===== src/rtl/base34_pack.sv =====
// rtl/base34_pack.sv - Horner packer rebuilding a binary word from MS-first base-34 digits.
// Optional sticky out-of-range digit flag err_o when DIGIT_CHECK_EN is defined.
module base34_pack #(
  parameter int NUM_DIGITS = 2,
  parameter int OUT_W      = 12,
  parameter int CNT_W      = 4
) (
  input  logic             clk,
  input  logic             rst,
  input  logic [5:0]       digit_i,
  input  logic             digit_valid_i,
  output logic             digit_ready_o,
  output logic [OUT_W-1:0] word_o,
  output logic             word_valid_o,
  input  logic             word_ready_i
`ifdef DIGIT_CHECK_EN
  ,
  output logic             err_o
`endif
);

  typedef enum logic {ACCUM, HOLD} state_t;

  localparam logic [CNT_W-1:0] LAST_CNT = CNT_W'(NUM_DIGITS - 1);

  state_t           state;
  logic [OUT_W-1:0] acc;
  logic [CNT_W-1:0] cnt;
  logic [OUT_W+5:0] acc_ext;
  logic [OUT_W+5:0] sum;

  // acc*34 + d as two shifts and adds, kept wide so nothing wraps before truncation
  assign acc_ext = {6'b0, acc};
  assign sum     = (acc_ext << 5) + (acc_ext << 1) + {{OUT_W{1'b0}}, digit_i};
  assign word_o  = acc;

  always_ff @(posedge clk) begin
    if (rst) begin
      state         <= ACCUM;
      acc           <= '0;
      cnt           <= '0;
      digit_ready_o <= 1'b1;
      word_valid_o  <= 1'b0;
`ifdef DIGIT_CHECK_EN
      err_o         <= 1'b0;
`endif
    end else begin
      case (state)
        ACCUM: begin
          if (digit_valid_i) begin
            acc <= sum[OUT_W-1:0];
`ifdef DIGIT_CHECK_EN
            if (digit_i >= 6'd34) err_o <= 1'b1;
`endif
            if (cnt == LAST_CNT) begin
              cnt           <= '0;
              state         <= HOLD;
              digit_ready_o <= 1'b0;
              word_valid_o  <= 1'b1;
            end else begin
              cnt <= cnt + CNT_W'(1);
            end
          end
        end
        HOLD: begin
          // no digit is taken in the handshake cycle; ready reappears next cycle
          if (word_ready_i) begin
            acc           <= '0;
            state         <= ACCUM;
            word_valid_o  <= 1'b0;
            digit_ready_o <= 1'b1;
          end
        end
        default: begin
          state         <= ACCUM;
          digit_ready_o <= 1'b1;
          word_valid_o  <= 1'b0;
        end
      endcase
    end
  end

endmodule


===== config.mk =====
export PLATFORM = sky130hd
export DESIGN_NAME = base34_pack
export DESIGN_NICKNAME = d
export VERILOG_FILES = /design/src/rtl/base34_pack.sv
export SDC_FILE = /design/constraint.sdc
export NUM_CORES = 1
export LEC_CHECK = 0
export CAP_MARGIN = 20
export CELL_PAD_IN_SITES_DETAIL_PLACEMENT = 0
export CELL_PAD_IN_SITES_GLOBAL_PLACEMENT = 1
export CORE_MARGIN = 5
export CORE_UTILIZATION = 35
export DETAILED_ROUTE_END_ITERATION = 8
export GPL_ROUTABILITY_DRIVEN = 0
export GPL_TIMING_DRIVEN = 0
export PLACE_DENSITY = 0.74
export SETUP_SLACK_MARGIN = 0.05
export SLEW_MARGIN = 5
export SYNTH_ARGS = -nofsm -noshare
export SYNTH_HDL_FRONTEND = slang
export SYNTH_SLANG_ARGS = --single-unit

===== constraint.sdc =====
create_clock -name clk -period 2.5 [get_ports clk]
set_clock_uncertainty 0.1 [all_clocks]
set_input_delay 0.5 -clock clk [delete_from_list [all_inputs] [get_ports clk]]
set_output_delay 0.5 -clock clk [all_outputs]
set_load 0.03 [all_outputs]

# [After elaboration in Yosys (flattened, before gate mapping)]
# Index checks and enable logic that the tools add are counted.
[word_totals] inputBits=10 ff_bits=19 word_cells=32
[classes] n_bitwise=1 n_mux=16 add_sub_neg=3 eq_ne=4 reduce_logical=3
[ops] cell="$mux 12" n=2
[ops] cell="$pmux 12 s2" n=1
[ops] cell="$add 12x12->12" n=1
[ops] cell="$add 12x6->12" n=1
[ops] cell="$mux 1" n=9
[ops] cell="$ne 2x2->1 const B" n=3
[ops] cell="$pmux 1 s2" n=3
[ops] cell="$add 4x1->4 const B" n=1
[ops] cell="$eq 4x1->1 const B" n=1
[ops] cell="$mux 4" n=1
[ops] cell="$reduce_and 2->1" n=2
[ops] cell="$reduce_and 3->1" n=1
[ops] cell="$not 1->1" n=1

# [Longest topological paths before layout]
[depth] ltp_word=4 depth_mapped=10 mapped_depth_nobuf=10

# [Worst setup path after synthesis]
# OpenSTA, ideal clock, no wires.
[synth_path] path_kind="register to register" startpoint="register acc[0] (netlist: word_o[0])" endpoint="register acc[10] (netlist: word_o[10])" n_path_buf=0 path_stages_with_launch=11 setup_time_ns=0.117 slack_ns=-0.157 arrival_time_ns=2.440 synth_period_minus_slack_ns=2.657 cell_sequence="dfxtp_1 -> inv_1 -> fa_1 -> inv_1 -> ha_1 -> o21ai_2 -> a21oi_2 -> o211ai_2 -> a21boi_1 -> or3_1 -> a32o_1"
[synth_between] elab_chain_len=4
[synth_lines] item="start: declaration" line_no="27" source="logic [OUT_W-1:0] acc;"
[synth_lines] item="start signal: assignment" line_no="51" source="acc <= sum[OUT_W-1:0];"
[synth_lines] item="$add 12x12->12" line_no="34" source="assign sum = (acc_ext << 5) + (acc_ext << 1) + {{OUT_W{1'b0}}, digit_i};"
[synth_lines] item="$add 12x6->12" line_no="34"
[synth_lines] item="$mux 12" line_no="50" source="if (digit_valid_i) begin"
[synth_lines] item="$pmux 12 s2" line_no="48" source="case (state)"
# No other way between the ends. The select of a mux whose other input is x is not followed.
# A chain may end at the register's enable or synchronous reset.

# [Final worst setup path]
[layout_path] startpoint="register acc[4] (netlist: word_o[4])" endpoint="register acc[10] (netlist: word_o[10])"
# The elaborated chain is that of the path after synthesis.

==> results by group <==
Layout
  • Ant diodes: 0
  • Final nets: 208
  • Share of layout cells above drive strength 1: 0.2034
  • Register Area: 387.9 um2
  • Multi-input combinational cell area: around 940 um2
  • FILL cells: 358
  • Area Overhead vs Synth: 37.65%
  • Finished Layout Cells: 225

Place
  • DP HPWL: around 2.3 mm
  • Placed cells: roughly 220
  • Port bufs: 22

Worst setup path
  • Arrival time at the worst endpoint: 2.48 ns
  • WP data required: approximately 2.6 ns
  • Crit end category: register
  • Worst Setup Start Kind: register
  • Critical path type: reg2reg
  • CP Max Fanout: 4

Timing
  • Final period utilization: 0.9718
  • Slew Viols, Final: 0
  • Final setup vio count: 0
  • Fmax: just over 400 MHz
  • RSZ-0062 raised after global routing: yes
  • Worst slew margin: 0.6940
  • Final Hold Fails: 0
  • Post-route minimum period: roughly 2.4 ns
  • Worst Tran Pin Value: 0.4574 ns
  • Hold_ws: about 0.36 ns

Synthesis
  • Top cells by area in the synthesized netlist: dfxtp_1 30%, ha_1 18%, nor2_1 5.3%, a21oi_1 4.7%, inv_1 3.2%
  • Cell taking the most area after synthesis: dfxtp_1
  • Synth Area per Inst: about 9 um2
  • Post-synth top area share: 0.2980
  • Ys Warns: 0
  • Mapped cell area: roughly 1300 um2
  • Cells after Synth: between 100 and 150
  • Yosys reg bits: 19
  • Post-synthesis cell type count: 39
  • Synthesized Nets: 175
  • Sequential share of the synthesized area: 0.2980

Floorplan
  • Initial Utilization: 0.3539
  • Die height: ~70 um
  • Rows: 22
  • Core Area: between 3000 and 4000 um2
  • Die Wd: slightly above 70 um
  • Die area: 4954 um2
  • Ports: 24

Route
  • Average wire per standard cell: 13.48 um
  • DRC marker count from the first detailed-route iteration: between 60 and 70
  • Detailed Route WL: around 3.0 mm
  • DRT antenna net count: 0
  • Vias per cell: approximately 5.1
  • Residual DRC: 0
  • Via count: approximately 1,100
  • DRT Pass-1 Iters: 4

Clocking
  • Clock Tree Buf Depth: 2
  • Clock sink count: 19
  • Hold-fix buffers, CTS: 0
  • Root buffer cell: clkbuf_8
  • Clk slew on worst S/H paths: ~0.07 ns
  • Inserted Clock Buffers: 3
  • Clk_lat worst skew: roughly 0.26 ns
  • H-Tree Level Count: 1
  • CTS tree: yes

Outcome
  • Status: finished, final reports clean

Worst hold path
  • Worst min path class: reg2reg

Global route
  • Largest net degree at the start of global routing: 12
  • Vias in the first global route: about 1,100
  • Initial antenna violation count: 0
  • First-pass GRT wire length: roughly 5.2 mm
  • Grt ovf: 0
  • Total track usage: 0.1311

Power
  • Pwr dens: 570.6 nW/um2
  • Leakage: 0.7185 nW
  • Maximum VDD drop: approximately 250 uV

Flow run
  • Max Cap Viol: 0
==> per-stage QoR <==
| stage | power [W] | utilization | setup WS [ns] | cell area [um2] | TNS, ns |
|---|---|---|---|---|---|
| 2_1_floorplan | 0.0006315 | - | 0.06993 | 1299 | 0 |
| 3_3_place_gp | 0.0007426 | 0.4379 | -0.5017 | 1579 | -2.080 |
| 3_5_place_dp | 0.0007517 | 0.4379 | -0.5207 | 1579 | -2.319 |
| 4_1_cts | 0.001009 | 0.4816 | 0.01528 | 1737 | 0 |
| 5_1_grt | 0.001079 | 0.4872 | -0.03329 | 1757 | -0.03329 |
| 6_report | 0.001002 | 0.4872 | 0.07058 | 1757 | 0 |
==> worst paths after layout <==
kind / from / endpoint / slack, ns / cells after the start
worst max-delay path: word_o[4] / word_o[10] / 0.07 / 10
worst min-delay path: word_valid_o / word_valid_o / 0.36 / 2
worst max register to register: word_o[4] / word_o[10] / 0.07 / 10
worst min register to register: word_valid_o / word_valid_o / 0.36 / 2
==> state kept, by name (all words and copies together) (netlist names) <==
signal / count
state: 1
digit_ready_o: 1
word_o: 12
word_valid_o: 1
cnt: 4
==> repair_timing <==
item,CTS,global route
setup endpoints to repair,5,3
buffers inserted,5,1
gates resized for setup,24,1
pin swaps,13,6
==> placed cells by master (no fill, tap or decap), drive strengths merged, types with 6 or more instances in the layout <==
master / instances
dfxtp: 19
ha: 18
clkdlybuf4s50: 18
nand2: 8
clkbuf: 6
inv: 11
nor2: 18
a21oi: 14
buf: 8
==> worst max-delay path, stage by stage (launching register included) <==
cell and delay (ns):
dfxtp_4 0.36, inv_2 0.04, fa_1 0.54, inv_2 0.05
ha_4 0.23, o21ai_4 0.17, a21oi_4 0.06, o211ai_2 0.16
a21boi_2 0.09, or3_1 0.30, a32o_1 0.24
==> area by class of cell <==
class	instances	area share
inverters	11	0.02350
flip-flops and latches	19	0.2208
multi-input cells	111	0.5363
plain buffers	4	0.01068
well taps	48	0.03419
clock buffers	3	0.02350
repair buffers	28	0.1481
clock inverters	1	0.002849
==> synthesized netlist by cell type <==
cell type	instances
dfxtp_1	19
ha_1	18
nor2_1	18
a21oi_1	12
inv_1	11
nand2_1	7
nand2b_1	4
o21ai_0	4
xnor2_1	4
xor2_1	4
clkbuf_1	3
mux2i_1	3
nand3_1	3
o22a_1	3
a21oi_2	2
a22o_1	2
a22oi_1	2
a32o_1	2
fa_1	2
nor3_1	2
or3_1	2
a211oi_1	1
a21boi_1	1
a221o_1	1
a32oi_1	1
and2b_1	1
and3_1	1
buf_4	1
nand2_2	1
nand2b_2	1
nand4_1	1
nor2b_1	1
nor3b_2	1
nor4_1	1
o211ai_2	1
o21a_1	1
o21ai_2	1
o22ai_1	1
o311ai_1	1
==> per-layer routing <==
| metal | routed length, um | track usage | vias to the layer above |
|---|---|---|---|
| met1 | 1383 | 0.1629 | 533 |
| li1 | - | - | 580 |
| met5 | 0 | 0 | - |
| met3 | 117 | 0.03309 | 4 |
| met4 | 27 | 0.03191 | 0 |
| met2 | 1504 | 0.2245 | 20 |
==> where the power goes <==
group,internal (W),switching (W),leakage [nW]
clock,0.000111,0.000102,0.0255
sequential,0.000333,0.0000331,0.157
combinational,0.000201,0.000223,0.536
total,0.000644,0.000358,0.719
==> cells by family (layout without fill, tap and decap cells) <==
logic type / Yosys count / count (layout) / share of synthesized area
buffers and inverters: 15 / 47 / 0.04706
XOR/XNOR: 8 / 8 / 0.05490
AO/OA/AOI/OAI: 36 / 36 / 0.1990
adder cells (fa/ha/maj): 20 / 20 / 0.2078
multiplexers: 3 / 3 / 0.02353
AND/OR/NAND/NOR: 44 / 44 / 0.1696
flip-flops: 19 / 19 / 0.2980
Note: power is estimated with default switching activity, not from simulation.
